## src/rtl/aidc_lite_comp_sched.sv

```systemverilog
// AIDC-Lite per-line compression sequencer.
// Streams one captured cache line to the encoder as sop/eop framed beats,
// gathers the concatenator's addressed word writes, then presents either the
// compressed payload or the raw line downstream. One line in flight at a time.
module aidc_lite_comp_sched #(
   parameter int NUM_WORDS     = 8,
   parameter int WORD_W        = 64,
   parameter int DRAIN_TIMEOUT = 16
) (
   input  logic                        clk,
   input  logic                        rst,
   input  logic                        line_valid_i,
   output logic                        line_ready_o,
   input  logic [NUM_WORDS*WORD_W-1:0] line_data_i,
   output logic                        enc_valid_o,
   output logic                        enc_sop_o,
   output logic                        enc_eop_o,
   output logic [WORD_W-1:0]           enc_word_o,
   input  logic                        cat_valid_i,
   input  logic [2:0]                  cat_addr_i,
   input  logic [WORD_W-1:0]           cat_data_i,
   input  logic                        cat_done_i,
   input  logic                        cat_fail_i,
   output logic                        out_valid_o,
   input  logic                        out_ready_i,
   output logic [NUM_WORDS*WORD_W-1:0] out_data_o,
   output logic                        out_comp_o,
   output logic [3:0]                  out_len_o,
   output logic                        busy_o
);

   localparam int LINE_W = NUM_WORDS * WORD_W;
   localparam int TW     = $clog2(DRAIN_TIMEOUT);

   localparam logic [1:0] S_IDLE  = 2'd0;
   localparam logic [1:0] S_FEED  = 2'd1;
   localparam logic [1:0] S_DRAIN = 2'd2;
   localparam logic [1:0] S_OUT   = 2'd3;

   logic [1:0]        state;
   logic [LINE_W-1:0] line_buf;
   logic [LINE_W-1:0] res_buf;
   logic [3:0]        hwm;
   logic              armed;
   logic              fail_lat;
   logic [2:0]        beat_cnt;
   logic [TW-1:0]     to_cnt;

   logic [LINE_W-1:0] res_nxt;
   logic [3:0]        hwm_nxt;
   logic [3:0]        addr_p1;
   logic [2:0]        nxt_beat;
   logic              hard_fail;
   logic              drain_ok;
   logic              timed_out;
   logic              drain_exit;
   logic              use_comp;

   // Apply this cycle's concatenator write ahead of the drain decision so a
   // write coinciding with done still lands in the result.
   always_comb begin
      res_nxt  = res_buf;
      hwm_nxt  = hwm;
      addr_p1  = {1'b0, cat_addr_i} + 4'd1;
      nxt_beat = beat_cnt + 3'd1;
      if (cat_valid_i && (state == S_FEED || state == S_DRAIN)) begin
         res_nxt[cat_addr_i*WORD_W +: WORD_W] = cat_data_i;
         if (addr_p1 > hwm) hwm_nxt = addr_p1;
      end
      hard_fail  = fail_lat | cat_fail_i;
      drain_ok   = !hard_fail && armed && cat_done_i;
      timed_out  = (to_cnt == TW'(DRAIN_TIMEOUT - 1));
      drain_exit = hard_fail | drain_ok | timed_out;
      use_comp   = drain_ok && (hwm_nxt != 4'd0) && (hwm_nxt < 4'(NUM_WORDS));
   end

   // Line sequencing FSM with all outputs registered.
   always_ff @(posedge clk) begin
      if (rst) begin
         state        <= S_IDLE;
         line_buf     <= '0;
         res_buf      <= '0;
         hwm          <= '0;
         armed        <= 1'b0;
         fail_lat     <= 1'b0;
         beat_cnt     <= '0;
         to_cnt       <= '0;
         line_ready_o <= 1'b1;
         enc_valid_o  <= 1'b0;
         enc_sop_o    <= 1'b0;
         enc_eop_o    <= 1'b0;
         enc_word_o   <= '0;
         out_valid_o  <= 1'b0;
         out_data_o   <= '0;
         out_comp_o   <= 1'b0;
         out_len_o    <= '0;
         busy_o       <= 1'b0;
      end else begin
         res_buf <= res_nxt;
         hwm     <= hwm_nxt;
         case (state)
            S_IDLE: begin
               if (line_valid_i && line_ready_o) begin
                  line_buf     <= line_data_i;
                  res_buf      <= '0;
                  hwm          <= '0;
                  armed        <= 1'b0;
                  fail_lat     <= 1'b0;
                  beat_cnt     <= '0;
                  line_ready_o <= 1'b0;
                  busy_o       <= 1'b1;
                  enc_valid_o  <= 1'b1;
                  enc_sop_o    <= 1'b1;
                  enc_eop_o    <= 1'b0;
                  enc_word_o   <= line_data_i[WORD_W-1:0];
                  state        <= S_FEED;
               end
            end
            S_FEED: begin
               // A fail seen mid-feed is held so the encoder still gets eop.
               if (cat_fail_i) fail_lat <= 1'b1;
               if (!cat_done_i) armed <= 1'b1;
               if (beat_cnt == 3'(NUM_WORDS - 1)) begin
                  enc_valid_o <= 1'b0;
                  enc_sop_o   <= 1'b0;
                  enc_eop_o   <= 1'b0;
                  enc_word_o  <= '0;
                  to_cnt      <= '0;
                  state       <= S_DRAIN;
               end else begin
                  beat_cnt   <= nxt_beat;
                  enc_word_o <= line_buf[nxt_beat*WORD_W +: WORD_W];
                  enc_sop_o  <= 1'b0;
                  enc_eop_o  <= (nxt_beat == 3'(NUM_WORDS - 1));
               end
            end
            S_DRAIN: begin
               if (!cat_done_i) armed <= 1'b1;
               if (drain_exit) begin
                  out_valid_o <= 1'b1;
                  state       <= S_OUT;
                  if (use_comp) begin
                     out_comp_o <= 1'b1;
                     out_data_o <= res_nxt;
                     out_len_o  <= hwm_nxt;
                  end else begin
                     out_comp_o <= 1'b0;
                     out_data_o <= line_buf;
                     out_len_o  <= 4'(NUM_WORDS);
                  end
               end else begin
                  to_cnt <= to_cnt + 1'b1;
               end
            end
            S_OUT: begin
               if (out_ready_i) begin
                  out_valid_o  <= 1'b0;
                  line_ready_o <= 1'b1;
                  busy_o       <= 1'b0;
                  state        <= S_IDLE;
               end
            end
            default: state <= S_IDLE;
         endcase
      end
   end

endmodule

```

## config.mk

```make
export PLATFORM = sky130hd
export DESIGN_NAME = aidc_lite_comp_sched
export DESIGN_NICKNAME = d
export VERILOG_FILES = /design/src/rtl/aidc_lite_comp_sched.sv
export SDC_FILE = /design/constraint.sdc
export NUM_CORES = 2
export LEC_CHECK = 0
export ABC_AREA = 1
export CORE_UTILIZATION = 27
export DETAILED_ROUTE_END_ITERATION = 8
export PLACE_DENSITY = 0.45
export RECOVER_POWER = 50
export SLEW_MARGIN = 0
export SYNTH_ARGS = -nofsm -noshare
export SYNTH_HDL_FRONTEND = slang
export SYNTH_SLANG_ARGS = --single-unit
```

## constraint.sdc

```tcl
create_clock -name clk -period 4.5 [get_ports clk]
set_input_delay 1.35 -clock clk [delete_from_list [all_inputs] [get_ports clk]]
set_output_delay 1.35 -clock clk [all_outputs]
set_load 0.03 [all_outputs]
```

## Word level (Yosys, flattened, before mapping)

Index checks and enable logic that the tools add are counted.

| operators by class | value |
|---|---|
| add/subtract/negate cells | 4 |
| magnitude comparators | 2 |
| equal/unequal tests | 14 |
| shift operators | 3 |
| multiplexer cells | 42 |
| bitwise operators | 3 |
| reduce and logical (&&, ||, !) cells | 27 |

Operator list:

| kind | count |
|---|---|
| 512-bit 2-to-1 mux | 4 |
| 512-bit bitwise mux | 1 |
| 64-bit by 34-bit variable shift with 512-bit output, first input constant | 1 |
| 512-bit by 10-bit indexed part select with 64-bit output | 1 |
| 64-bit by 34-bit indexed part select with 512-bit output | 1 |
| 64-bit 2-to-1 mux | 2 |
| 64-bit case mux with 2 select lines | 1 |
| 9-bit negator with 34-bit output | 1 |
| 4-bit 2-to-1 mux | 7 |
| 3-bit AND reduction | 7 |
| 1-bit case mux with 2 select lines | 8 |
| 2-bit != test, second input constant | 7 |
| 1-bit 2-to-1 mux | 10 |
| 2-bit nonzero test | 5 |
| 2-bit 2-to-1 mux | 4 |
| 2-bit case mux with 4 select lines | 1 |
| 4-bit case mux with 2 select lines | 1 |
| 3-bit equality test, second input constant | 2 |
| 1-bit logical AND | 6 |
| 3-bit 2-to-1 mux | 2 |
| 3-bit case mux with 2 select lines | 1 |
| 2-bit AND reduction | 3 |
| 3-bit by 1-bit adder with 4-bit output, second input constant | 1 |
| 4-bit by 1-bit adder with 4-bit output, second input constant | 1 |
| 14 further kinds | 17 |

| word-level totals | value |
|---|---|
| bits in registers | 1626 |
| input bits | 586 |
| output and inout port bits | 587 |
| logic and storage cells | 113 |

## Depth between registers and ports, before layout

| depth | value |
|---|---|
| depth after elaboration | 8 |
| gate-level depth with buffers | 22 |
| mapped depth without buffers | 17 |

## Worst setup path after synthesis

OpenSTA, ideal clock, no wires.

| timing path | value |
|---|---|
| path kind | input to register |
| start | in cat_addr_i[0] |
| end | reg out_data_o[191] |
| library setup time | 0.110 ns |
| data arrival time | 3.795 ns |
| data required time | 4.390 ns |
| slack | 0.595 ns |
| cell stages on the path | 19 |
| buffers on the path | 5 |
| path through | buf_4 > inv_2 > clkbuf_1 > ha_1 > ha_1 > nand2_1 > nor2_4 > nor2_8 > nand3_1 > nand2_2 > nor2_8 > nand2_4 > buf_12 > buf_12 > buf_4 > nand3_2 > nand3_1 > nand2_1 > inv_1 |

| between the ends | value |
|---|---|
| cells in the longest elaborated chain, start to end | 8 |
| elaborated cells between the ends (all ways) | 14 |
| classes of those cells | add/sub: 2; order compare: 2; shift: 2; mux: 5; reduce/logical: 3 |

Ends and longest elaborated chain:

| element | line | text |
|---|---|---|
| start, declared | 20 | `input logic [2:0] cat_addr_i,` |
| branches (longest 7 deep; another with 9-bit negator with 34-bit output) | - |  |
| 512-bit 2-to-1 mux (*) | 142 | `if (use_comp) begin` |
| end signal, assigned | 144 | `out_data_o <= res_nxt;` |
| end signal, assigned | 148 | `out_data_o <= line_buf;` |
| end, declared | 26 | `output logic [NUM_WORDS*WORD_W-1:0] out_data_o,` |

Every way passes the cells marked *.
A chain may end at the register's enable or synchronous reset.

## Final worst setup path

| timing path | value |
|---|---|
| start | in line_valid_i |
| end | reg line_buf[88] |

| between the ends | value |
|---|---|
| cells in the longest elaborated chain, start to end | 2 |

Ends and longest elaborated chain:

| element | line | text |
|---|---|---|
| start, declared | 12 | `input logic line_valid_i,` |
| 1-bit logical AND | 103 | `if (line_valid_i && line_ready_o) begin` |
| 2-bit AND reduction (no line) | - |  |
| end signal, assigned | 104 | `line_buf <= line_data_i;` |
| end, declared | 41 | `logic [LINE_W-1:0] line_buf;` |

No other way between the ends.

==> impl_results.md <==
- Tcrit/Tclk final: 92.3%
- Main synth FF type: dfxtp_1
- Synthesized area: 73700 sq um
- Initial Util: 27.2%
- FFs w/ async S/R, synth: 0%
- Post-DP Area: 91300 sq um
- Post-synth cell types: 46
- Routability cong.: 0.952
- Fin Clk Skew: 66.2 ps
- Largest fanout on the critical path: 116
- Clk buf depth: 3
- Final setup viols: 0
- Grt total ovfl: 0
- Global-route wire length before repair: 596 mm
- YS warnings: 0
- P&R area growth vs syn: 33.0%
- Vias per inst: roughly 5.1
- Largest net degree at the start of global routing: 167
- Syn Inst Count: 10800
- RSZ-0062 raised after global routing: false
- Worst Hold Class: flop to flop
- Crit. End Element: flop
- Hold_buf cts: 0
- Post-Layout Inst Area: 98100 sq um
- Max-slew violation count: 117
- Num rows: 191
- PwrDens: roughly 560 nW/um^2
- Share of cells above drive strength 1: 7.18%
- I/O pin cnt: 1173
- Setup crit start kind: input pin
- Total track usage: 30.4%
- Total Die Area: 275000 sq um
- Syn Nets: 11400
- Failing checks: capacitance limit, slew limit
- Resized cells post-CTS: 0
- CTS tree: done
- Leakage: 42.6 nW
- Worst Tran Pin Value: 1820 ps
- Final Hold Fails: 0
- R2R setup slack: 850 ps
- H-tree depth: 4
- Fin cells: 15600
- Crit Path Category: input pin to flop
- Clock slew at reported path FFs: 60 ps
- Maximum vdd ir drop: 0.000520 V
- Setup TNS: 0 ps
- Seq/Total Area, Yosys: between 40 and 50%
- Clock root cell: clkbuf_16
- Fillers: roughly 29000
- Vert. Die Dim: 525 microns
- Avg WL per Cell: 28.0 microns
- Rel. slew slack: -21.6%
- Number of routed nets with antenna violations: 0
- Seq cells post-synth: 1626
- Vias in the first global route: 72600
- Syn_area_per_cell: a little under 7 sq um
- Finished Core Util: 36.1%
- Critical Path AT: a little under 5000 ps
- Placement Setup Slack: -43.4 ps
- Hold slack: 465 ps
- Dpl cells: 15200
- Final Total Pwr: 54.9 mW
- Die Wd: 525 microns
- Status: finished, violations left
- Vias: around 80000
- Post-CTS setup buffer count: 0
- HPWL after DPL: 329 mm
- Nets: ~12000
- CTS Buf Count: 198
- Setup slack after layout: 346 ps
- Clock Sinks: 1626
- I/O Buffers: 1172
- Number of remaining DRC errors: 0
- Number of max-cap violations: 1
- Fmax: 0.241 GHz
- Antenna violations before repair: 142
- Crit path time final: 4150 ps
- Core region area: roughly 270000 sq um
- WP data required: 5290 ps
- Post-synth EDFFs: 0
- Detailed router's first-iteration violation count: 9255
- Clk Latency, worst-skew pair: 870 ps
- Drt first pass iters: 6
- Routed WL: about 440 mm
[synthesized netlist by cell type (11+ instances only)]
library cell  number  area, sq um
nand2_1         1848         6940
dfxtp_1         1626        32600
inv_1           1444         5420
nor2_1          1431         5370
o21ai_0         1264         6330
nand3_1         1200         6010
clkbuf_1         569         2140
nand4_1          557         3480
a21oi_1          298         1490
buf_2            206         1030
o21a_1            90          676
nor3_1            64          320
buf_1             36          135
buf_4             36          270
buf_6             27          304
ha_1              16          200
nand3_2           12          120
o2111ai_1         11         96.3
[final cells by class]
| cell class | count | area [sq um] | share of cell area [%] |
|---|---|---|---|
| antenna | 54 | 135 | 0.138 |
| clock buffer | 309 | 6150 | 6.28 |
| clock inverter | 63 | 732 | 0.746 |
| inverter | 1450 | 5470 | 5.58 |
| multi-input combinational | 6856 | 31700 | 32.3 |
| sequential | 1626 | 32600 | 33.2 |
| tap | 3570 | 4470 | 4.56 |
| timing repair buffer | 1662 | 16900 | 17.2 |
[layout by cell type (no fill, tap or decap), types with 124 or more instances in the layout]
cell	count
a21oi_1	298
buf_4	331
nand3_1	1198
buf_12	124
o21ai_0	1229
nand2_1	1847
nor2_1	1431
clkbuf_16	199
clkdlybuf4s50_1	1077
dfxtp_1	1625
nand4_1	557
inv_1	1439
[cells by family (layout without fill, tap and decap cells)]
logic type	count (synthesis)	count (layout)	share of synthesized area [%]
compound gates	1704	1704	12.1
xor+xnor	2	2	0.0238
fa+ha+maj	16	16	0.271
buf+inv	2348	3484	13.0
flops	1626	1626	44.1
other cells	0	54	0
simple gates	5134	5134	30.4
[layer usage]
metal	vias up	GRT usage, %	part of all wire [%]
li1	36800	-	-
met1	38900	45.2	48
met2	3690	41.6	39
met3	488	8.48	9.9
met4	42	9.34	3.1
met5	-	0	0.061
[flip-flops by register name, indices dropped and copies added (netlist names), 2 cells and up]
name	cells
line_buf	512
out_data_o	512
res_buf	512
enc_word_o	64
hwm	4
out_len_o	4
to_cnt	4
beat_cnt	3
state	2
[power breakdown]
group / switching, mW / internal (mW) / leakage (nW)
Sequential: 2.41 / 16.4 / 13.2
Clock: 7.08 / 9.82 / 3.40
Combinational: 13.6 / 5.61 / 26.0
[critical path, cell delays in order]
cell and delay [ps]:
clkdlybuf4s50_1 450, nand2_1 190, nor2_1 230, clkbuf_4 1380
buf_6 870, o21ai_0 200, nor2_1 150
[final timing paths]
path,startpoint,end,cells past startpoint
hold / removal,enc_sop_o,enc_sop_o,2
setup / recovery,line_valid_i,line_buf[88],7
setup reg to reg,state[0],line_buf[88],8
hold reg to reg,enc_sop_o,enc_sop_o,2
No activity file was read; power rests on OpenSTA's default activity.
